[config.mk]
export PLATFORM = sky130hd
export DESIGN_NAME = issue_ctrl_flat
export DESIGN_NICKNAME = d
export VERILOG_FILES = /design/src/rtl/issue_ctrl_pkg.sv /design/src/rtl/issue_ctrl_if.sv /design/src/rtl/issue_ctrl_scoreboard.sv /design/src/rtl/issue_ctrl.sv /design/src/flat_wrapper.sv
export SDC_FILE = /design/constraint.sdc
export NUM_CORES = 1
export LEC_CHECK = 0
export BUFFER_PORTS_ARGS = -buffer_cell sky130_fd_sc_hd__buf_2
export CAP_MARGIN = 20
export CELL_PAD_IN_SITES_DETAIL_PLACEMENT = 1
export CELL_PAD_IN_SITES_GLOBAL_PLACEMENT = 1
export CORE_UTILIZATION = 42
export CTS_CLUSTER_DIAMETER = 50
export DETAILED_ROUTE_END_ITERATION = 8
export PLACE_DENSITY_LB_ADDON = 0.08
export SLEW_MARGIN = 15
export SYNTH_ARGS = -nofsm -noshare
export SYNTH_HDL_FRONTEND = slang
export SYNTH_SLANG_ARGS = --single-unit
export TNS_END_PERCENT = 20
[constraint.sdc]
create_clock -name clk -period 3.67 [get_ports clk]
set_input_delay 0.1835 -clock clk [delete_from_list [all_inputs] [get_ports clk]]
set_output_delay 0.1835 -clock clk [all_outputs]
set_load 0.05 [all_outputs]
[src/rtl/issue_ctrl_pkg.sv]
// Shared types and defaults for the issue controller: slot state encoding and width defaults.
package issue_ctrl_pkg;

  localparam int RF_AW_DEF     = 5;
  localparam int PAYLOAD_W_DEF = 48;

  typedef enum logic {
    ISSUE_ST_EMPTY = 1'b0,
    ISSUE_ST_HELD  = 1'b1
  } issue_st_e;

endpackage

[src/rtl/issue_ctrl_if.sv]
// Decoder -> issue -> execute handshake bundle, plus writeback, flush and the illegal-instruction pulse.
interface issue_ctrl_if #(
  parameter int RF_AW     = 5,
  parameter int PAYLOAD_W = 48
) ();

  logic                 dec_valid;
  logic                 dec_ready;
  logic                 dec_reg_wen;
  logic [RF_AW-1:0]     dec_waddr;
  logic [RF_AW-1:0]     dec_rs1_addr;
  logic [RF_AW-1:0]     dec_rs2_addr;
  logic                 dec_rs1_used;
  logic                 dec_rs2_used;
  logic                 dec_ill_instr;
  logic [PAYLOAD_W-1:0] dec_payload;

  logic                 iss_valid;
  logic                 iss_ready;
  logic                 iss_reg_wen;
  logic [RF_AW-1:0]     iss_waddr;
  logic [PAYLOAD_W-1:0] iss_payload;

  logic                 wb_valid;
  logic [RF_AW-1:0]     wb_addr;
  logic                 flush;
  logic                 ill_exc;

  // Environment side: decoder, execute stage and writeback drive the inputs.
  modport master (
    output dec_valid, dec_reg_wen, dec_waddr, dec_rs1_addr, dec_rs2_addr,
           dec_rs1_used, dec_rs2_used, dec_ill_instr, dec_payload,
           iss_ready, wb_valid, wb_addr, flush,
    input  dec_ready, iss_valid, iss_reg_wen, iss_waddr, iss_payload, ill_exc
  );

  modport slave (
    input  dec_valid, dec_reg_wen, dec_waddr, dec_rs1_addr, dec_rs2_addr,
           dec_rs1_used, dec_rs2_used, dec_ill_instr, dec_payload,
           iss_ready, wb_valid, wb_addr, flush,
    output dec_ready, iss_valid, iss_reg_wen, iss_waddr, iss_payload, ill_exc
  );

endinterface

[src/rtl/issue_ctrl_scoreboard.sv]
// Pending-write scoreboard: one bit per architectural register, x0 tied to 0.
// Reads see a same-cycle writeback as already retired; a same-cycle set beats a clear.
module issue_ctrl_scoreboard
  import issue_ctrl_pkg::*;
#(
  parameter int RF_AW = RF_AW_DEF
) (
  input  logic             clk,
  input  logic             rst,
  input  logic             set_en_i,
  input  logic [RF_AW-1:0] set_addr_i,
  input  logic             clr_en_i,
  input  logic [RF_AW-1:0] clr_addr_i,
  input  logic [RF_AW-1:0] rs1_addr_i,
  input  logic [RF_AW-1:0] rs2_addr_i,
  input  logic [RF_AW-1:0] rd_addr_i,
  output logic             rs1_busy_o,
  output logic             rs2_busy_o,
  output logic             rd_busy_o
);

  localparam int NREG = 1 << RF_AW;

  logic [NREG-1:0] sb_q;
  logic [NREG-1:0] sb_d;

  always_comb begin
    sb_d = sb_q;
    if (clr_en_i) sb_d[clr_addr_i] = 1'b0;
    if (set_en_i) sb_d[set_addr_i] = 1'b1;
    sb_d[0] = 1'b0;
  end

  always_ff @(posedge clk or posedge rst) begin
    if (rst) sb_q <= '0;
    else     sb_q <= sb_d;
  end

  assign rs1_busy_o = sb_q[rs1_addr_i] & ~(clr_en_i & (clr_addr_i == rs1_addr_i));
  assign rs2_busy_o = sb_q[rs2_addr_i] & ~(clr_en_i & (clr_addr_i == rs2_addr_i));
  assign rd_busy_o  = sb_q[rd_addr_i]  & ~(clr_en_i & (clr_addr_i == rd_addr_i));

endmodule

[src/rtl/issue_ctrl.sv]
// Single-slot issue stage with RAW/WAW scoreboard stall, illegal-instruction drop and flush.
// Optional ISSUE_CTRL_PERF_EN adds stall_cnt/issue_cnt performance counters.
//
// state          | meaning
// ISSUE_ST_EMPTY | slot free, decoder may write it
// ISSUE_ST_HELD  | slot holds a decoded instruction waiting to issue or drop
module issue_ctrl
  import issue_ctrl_pkg::*;
#(
  parameter int RF_AW     = RF_AW_DEF,
  parameter int PAYLOAD_W = PAYLOAD_W_DEF
) (
  input  logic        clk,
  input  logic        rst,
  issue_ctrl_if.slave bus
`ifdef ISSUE_CTRL_PERF_EN
  ,
  output logic [31:0] stall_cnt,
  output logic [31:0] issue_cnt
`endif
);

  issue_st_e            state_q, state_d;
  logic                 reg_wen_q, reg_wen_d;
  logic [RF_AW-1:0]     waddr_q, waddr_d;
  logic [RF_AW-1:0]     rs1_q, rs1_d;
  logic [RF_AW-1:0]     rs2_q, rs2_d;
  logic                 rs1_used_q, rs1_used_d;
  logic                 rs2_used_q, rs2_used_d;
  logic                 ill_q, ill_d;
  logic [PAYLOAD_W-1:0] payload_q, payload_d;

  logic held;
  logic rs1_busy, rs2_busy, rd_busy;
  logic hazard;
  logic iss_valid_w;
  logic fire;
  logic ill_drop;
  logic dec_ready_w;
  logic accept;

  assign held        = (state_q == ISSUE_ST_HELD);
  assign hazard      = (rs1_used_q & rs1_busy) | (rs2_used_q & rs2_busy) | (reg_wen_q & rd_busy);
  assign iss_valid_w = held & ~ill_q & ~hazard & ~bus.flush;
  assign fire        = iss_valid_w & bus.iss_ready;
  // An illegal entry leaves regardless of hazards or execute backpressure.
  assign ill_drop    = held & ill_q & ~bus.flush;
  assign dec_ready_w = (~held | fire | ill_drop) & ~bus.flush;
  assign accept      = bus.dec_valid & dec_ready_w;

  issue_ctrl_scoreboard #(
    .RF_AW (RF_AW)
  ) u_sb (
    .clk        (clk),
    .rst        (rst),
    .set_en_i   (fire & reg_wen_q & (waddr_q != '0)),
    .set_addr_i (waddr_q),
    .clr_en_i   (bus.wb_valid),
    .clr_addr_i (bus.wb_addr),
    .rs1_addr_i (rs1_q),
    .rs2_addr_i (rs2_q),
    .rd_addr_i  (waddr_q),
    .rs1_busy_o (rs1_busy),
    .rs2_busy_o (rs2_busy),
    .rd_busy_o  (rd_busy)
  );

  always_comb begin
    state_d    = state_q;
    reg_wen_d  = reg_wen_q;
    waddr_d    = waddr_q;
    rs1_d      = rs1_q;
    rs2_d      = rs2_q;
    rs1_used_d = rs1_used_q;
    rs2_used_d = rs2_used_q;
    ill_d      = ill_q;
    payload_d  = payload_q;
    if (accept) begin
      state_d    = ISSUE_ST_HELD;
      reg_wen_d  = bus.dec_reg_wen;
      waddr_d    = bus.dec_waddr;
      rs1_d      = bus.dec_rs1_addr;
      rs2_d      = bus.dec_rs2_addr;
      rs1_used_d = bus.dec_rs1_used;
      rs2_used_d = bus.dec_rs2_used;
      ill_d      = bus.dec_ill_instr;
      payload_d  = bus.dec_payload;
    end else if (fire | ill_drop | bus.flush) begin
      state_d = ISSUE_ST_EMPTY;
    end
  end

  always_ff @(posedge clk or posedge rst) begin
    if (rst) begin
      state_q    <= ISSUE_ST_EMPTY;
      reg_wen_q  <= 1'b0;
      waddr_q    <= '0;
      rs1_q      <= '0;
      rs2_q      <= '0;
      rs1_used_q <= 1'b0;
      rs2_used_q <= 1'b0;
      ill_q      <= 1'b0;
      payload_q  <= '0;
    end else begin
      state_q    <= state_d;
      reg_wen_q  <= reg_wen_d;
      waddr_q    <= waddr_d;
      rs1_q      <= rs1_d;
      rs2_q      <= rs2_d;
      rs1_used_q <= rs1_used_d;
      rs2_used_q <= rs2_used_d;
      ill_q      <= ill_d;
      payload_q  <= payload_d;
    end
  end

  assign bus.dec_ready   = dec_ready_w;
  assign bus.iss_valid   = iss_valid_w;
  assign bus.iss_reg_wen = reg_wen_q;
  assign bus.iss_waddr   = waddr_q;
  assign bus.iss_payload = payload_q;
  assign bus.ill_exc     = ill_drop;

`ifdef ISSUE_CTRL_PERF_EN
  logic [31:0] stall_cnt_q;
  logic [31:0] issue_cnt_q;

  always_ff @(posedge clk or posedge rst) begin
    if (rst) begin
      stall_cnt_q <= '0;
      issue_cnt_q <= '0;
    end else begin
      if (held & (hazard | ~bus.iss_ready)) stall_cnt_q <= stall_cnt_q + 32'd1;
      if (fire)                             issue_cnt_q <= issue_cnt_q + 32'd1;
    end
  end

  assign stall_cnt = stall_cnt_q;
  assign issue_cnt = issue_cnt_q;
`endif

endmodule

[src/flat_wrapper.sv]
// flat-port wrapper written by rule: the top's interface ports become plain ports
module issue_ctrl_flat import issue_ctrl_pkg::*;
#(
  parameter int RF_AW     = RF_AW_DEF,
  parameter int PAYLOAD_W = PAYLOAD_W_DEF
)
  (clk, rst, bus_dec_valid, bus_dec_reg_wen, bus_dec_waddr, bus_dec_rs1_addr, bus_dec_rs2_addr, bus_dec_rs1_used, bus_dec_rs2_used, bus_dec_ill_instr, bus_dec_payload, bus_iss_ready, bus_wb_valid, bus_wb_addr, bus_flush, bus_dec_ready, bus_iss_valid, bus_iss_reg_wen, bus_iss_waddr, bus_iss_payload, bus_ill_exc);
  issue_ctrl_if #(.RF_AW(RF_AW), .PAYLOAD_W(PAYLOAD_W)) bus_i ();
  input  logic clk;
  input  logic rst;
  input wire logic [$bits(bus_i.dec_valid)-1:0] bus_dec_valid;
  input wire logic [$bits(bus_i.dec_reg_wen)-1:0] bus_dec_reg_wen;
  input wire logic [$bits(bus_i.dec_waddr)-1:0] bus_dec_waddr;
  input wire logic [$bits(bus_i.dec_rs1_addr)-1:0] bus_dec_rs1_addr;
  input wire logic [$bits(bus_i.dec_rs2_addr)-1:0] bus_dec_rs2_addr;
  input wire logic [$bits(bus_i.dec_rs1_used)-1:0] bus_dec_rs1_used;
  input wire logic [$bits(bus_i.dec_rs2_used)-1:0] bus_dec_rs2_used;
  input wire logic [$bits(bus_i.dec_ill_instr)-1:0] bus_dec_ill_instr;
  input wire logic [$bits(bus_i.dec_payload)-1:0] bus_dec_payload;
  input wire logic [$bits(bus_i.iss_ready)-1:0] bus_iss_ready;
  input wire logic [$bits(bus_i.wb_valid)-1:0] bus_wb_valid;
  input wire logic [$bits(bus_i.wb_addr)-1:0] bus_wb_addr;
  input wire logic [$bits(bus_i.flush)-1:0] bus_flush;
  output wire logic [$bits(bus_i.dec_ready)-1:0] bus_dec_ready;
  output wire logic [$bits(bus_i.iss_valid)-1:0] bus_iss_valid;
  output wire logic [$bits(bus_i.iss_reg_wen)-1:0] bus_iss_reg_wen;
  output wire logic [$bits(bus_i.iss_waddr)-1:0] bus_iss_waddr;
  output wire logic [$bits(bus_i.iss_payload)-1:0] bus_iss_payload;
  output wire logic [$bits(bus_i.ill_exc)-1:0] bus_ill_exc;
  assign bus_i.dec_valid = bus_dec_valid;
  assign bus_i.dec_reg_wen = bus_dec_reg_wen;
  assign bus_i.dec_waddr = bus_dec_waddr;
  assign bus_i.dec_rs1_addr = bus_dec_rs1_addr;
  assign bus_i.dec_rs2_addr = bus_dec_rs2_addr;
  assign bus_i.dec_rs1_used = bus_dec_rs1_used;
  assign bus_i.dec_rs2_used = bus_dec_rs2_used;
  assign bus_i.dec_ill_instr = bus_dec_ill_instr;
  assign bus_i.dec_payload = bus_dec_payload;
  assign bus_i.iss_ready = bus_iss_ready;
  assign bus_i.wb_valid = bus_wb_valid;
  assign bus_i.wb_addr = bus_wb_addr;
  assign bus_i.flush = bus_flush;
  assign bus_dec_ready = bus_i.dec_ready;
  assign bus_iss_valid = bus_i.iss_valid;
  assign bus_iss_reg_wen = bus_i.iss_reg_wen;
  assign bus_iss_waddr = bus_i.iss_waddr;
  assign bus_iss_payload = bus_i.iss_payload;
  assign bus_ill_exc = bus_i.ill_exc;
  issue_ctrl #(.RF_AW(RF_AW), .PAYLOAD_W(PAYLOAD_W)) u_core (.clk(clk), .rst(rst), .bus(bus_i));
endmodule
==> flow_metrics.env <==
export IMPL_cts_buffer_depth=2
export IMPL_hold_viol_final=0
export IMPL_ioPinCount=135
export IMPL_criticalPathCategory="reg -> out"
export IMPL_highest_layer="met4"
export IMPL_report_final_slew_viol_count=0
export IMPL_area_delta_synth_final_pct=19.0
export IMPL_critPathMaxFanout=17
export IMPL_synth_edf_count=0
export IMPL_clk_pin_slew_ns=0.06
export IMPL_hp_class="in -> async"
export IMPL_multi_input_area_sq_mm=0.00252
export IMPL_ctsResizeCount=0
export IMPL_max_stage_delay_ns=0.91
export IMPL_grt_pass1_wl_um=23000
export IMPL_fmax_mhz=294
export IMPL_wl_met3_um=883
export IMPL_grt_util_all_layers_pct=23.6
export IMPL_antenna_found_initial=0
export IMPL_crit_buf_inv=1
export IMPL_yosysUniqueCellTypes=44
export IMPL_start_util_pct=43.6
export IMPL_drc=0
export IMPL_peakVddDrop_uv=402
export IMPL_cts_buffers=9
export IMPL_grt_pass1_vias=4015
export IMPL_slowest_stage="dfrtp_1"
export IMPL_die_h_um=114
export IMPL_rsz0062_at_grt="no"
export IMPL_grt_max_degree=76
export IMPL_ys_warn_count=0
export IMPL_die_w_um=114
export IMPL_timing_setup_tns_ns=0
export IMPL_syn_nets=484
export IMPL_period_share_pct=92.7
export IMPL_power_density_mw_per_mm2=680
export IMPL_setup_violations=0
export IMPL_synth_area_sq_mm=0.00528
export IMPL_hold_slack_ns=0.0130
export IMPL_clock_sinks=99
export IMPL_end_kind="output port"
export IMPL_place_area_sq_mm=0.00596
export IMPL_dieArea_sq_mm=0.0130
export IMPL_hpwl_um=10000
export IMPL_postCtsSetupRepairBufs=0
export IMPL_netlist_top_cells_area="dfrtp_1 47%, mux2_4 11%, mux2_2 6.4%, mux4_2 5.5%, o31ai_1 4.0%"
export IMPL_ys_seq_area_share_pct=46.9
export IMPL_timing_final_crit_period_ns=3.40
export IMPL_overflow=0
export IMPL_final_cell_area_sq_mm=0.00628
export IMPL_clockRootBuffer="clkbuf_16"
export IMPL_async_flop_share_pct=100
export IMPL_insertion_delay_ns=0.35
export IMPL_rows=40
export IMPL_p_leak_uw=0.00280
export IMPL_crit_arrival_ns=3.22
export IMPL_avgSynthCellArea_sq_um=13.0
export IMPL_met1_length_um=6570
export IMPL_drtIter0Drc=207
export IMPL_finClkSkew_ns=0.00595
export IMPL_ctsHoldBuffers=0
export IMPL_cp_start_kind="flip-flop"
export IMPL_layout_drive_gt1_share_pct=47.5
export IMPL_fill_cells=1327
export IMPL_synth_main_ff_cell="dfrtp_1"
export IMPL_dr_pass1_iters=4
export IMPL_met2_length_um=6810
export IMPL_final_antenna_net_count=0
export IMPL_finalNetCount=600
export IMPL_portBuffers=134
export IMPL_syn_inst=406
export IMPL_routed_wl_um=14400
export IMPL_crit_family="compound AO/OA/AOI/OAI gates"
export IMPL_synth_largest_area_cell="dfrtp_1"
export IMPL_cp_common_cell="o22ai_1"
export IMPL_cp_data_required_time_ns=3.49
export IMPL_cts_tree="done"
export IMPL_diodes=0
export IMPL_vias=3851
export IMPL_status="finished, final reports clean"
export IMPL_maxSlewHeadroom_pct=37.3
export IMPL_synth_seq_cells=99
export IMPL_wl_per_cell_um=20.8
export IMPL_cap_violations=0
export IMPL_core_sq_mm=0.0121
export IMPL_cts_max_level=3
export IMPL_tightest_slew_ns=0.941
export IMPL_gp_congestion=0.825
export IMPL_vias_per_cell=5.55
export IMPL_path_cells="mux2i_1 > o22ai_1 > o41ai_1 > o21a_1 > o22ai_1 > or2_1 > o22ai_1 > buf_2"
export IMPL_seq_area_sq_mm=0.00248
export IMPL_synth_top_area_share_pct=46.9
## cells in the final DEF, fill, tap and decap left out, types with 4 or more instances in the layout
cell,n
inv_1,5
nand3b_1,9
o22ai_1,11
o21ai_0,34
mux2i_1,18
or3b_2,6
nand3_1,6
mux2_4,40
nand2_1,9
nand4_1,4
o31ai_1,28
dfrtp_1,99
xnor2_1,15
buf_4,5
mux2_2,30
clkbuf_16,9
mux4_2,13
buf_2,134
nor2_1,8
## through the flow
step	instances	util, %	power (uW)	setup slack [ns]
after floorplan	406	-	2890	0.200
after global placement	679	49.2	3220	0.538
after detailed placement	679	49.2	3270	0.482
after CTS	694	51.8	4300	0.296
after global routing	694	51.8	4460	0.0803
final	694	51.8	4270	0.269
## final timing paths
path | slack [ns] | depth (start not counted) | to | from
min in group clk | 0.06 | 2 | u_core.bus.iss_waddr[3]$_DFFE_PP0P_ | bus_dec_waddr[3]
setup / recovery | 0.27 | 8 | bus_dec_ready | u_core.bus.iss_waddr[1]$_DFFE_PP0P_
hold reg to reg | 0.50 | 1 | u_core.bus.iss_payload[1]$_DFFE_PP0P_ | u_core.bus.iss_payload[1]$_DFFE_PP0P_
hold / removal | 0.01 | 2 | u_core.bus.iss_payload[38]$_DFFE_PP0P_ | rst
max in group asynchronous | 2.70 | 3 | u_core.bus.iss_payload[27]$_DFFE_PP0P_ | rst
setup reg to reg | 0.41 | 8 | u_core.rs2_q[2]$_DFFE_PP0P_ | u_core.bus.iss_waddr[1]$_DFFE_PP0P_
## final cells by class
cell class | count | share of cell area (%)
flip-flops and latches | 99 | 39.5
well taps | 168 | 3.35
clock inverters | 5 | 1.24
multi-input cells | 266 | 40.2
inverters | 6 | 0.399
repair buffers | 140 | 11.6
clock buffers | 10 | 3.81
## power breakdown
part           internal [uW]  switching (uW)
clock network            610             411
logic                    603             997
registers               1340             313
## routing by layer
layer  up-vias  global-route usage [%]
li1       1752                       -
met1      1967                    32.3
met2       118                    37.1
met3        14                    6.19
met4         0                    6.49
met5         -                       0
## Yosys cell counts (4+ instances only)
library cell  number
buf_2              9
inv_1              6
mux4_2            13
mux2i_1           18
dfrtp_1           99
mux2_2            30
nand3_1            6
o22ai_1           11
clkbuf_1          11
buf_6              5
nand4_1            4
o31ai_1           28
or3b_2             6
mux2_4            40
nand3b_1           9
nor2_1             8
nand2_1            9
o21ai_0           34
xnor2_1           15
buf_12             4
## kinds of logic (layout without fill, tap and decap cells)
logic type / count (synthesis) / in the layout / synth area share [%]
AOI/OAI and AO/OA: 90 / 90 / 11.8
DFF: 99 / 99 / 46.9
buffers and inverters: 41 / 161 / 5.29
xor gates and xnor gates: 15 / 15 / 2.49
and+or+nand+nor: 60 / 60 / 6.78
muxes: 101 / 101 / 26.7
## state kept, by name, summed over array words and instances (netlist names)
name / count
u_core.held: 1
u_core.bus.iss_payload: 48
u_core.bus.iss_waddr: 5
u_core.u_sb.sb_q: 31
u_core.ill_q: 1
u_core.rs1_used_q: 1
u_core.rs2_used_q: 1
u_core.rs1_q: 5
u_core.bus.iss_reg_wen: 1
u_core.rs2_q: 5
No activity file was read; power rests on OpenSTA's default activity.
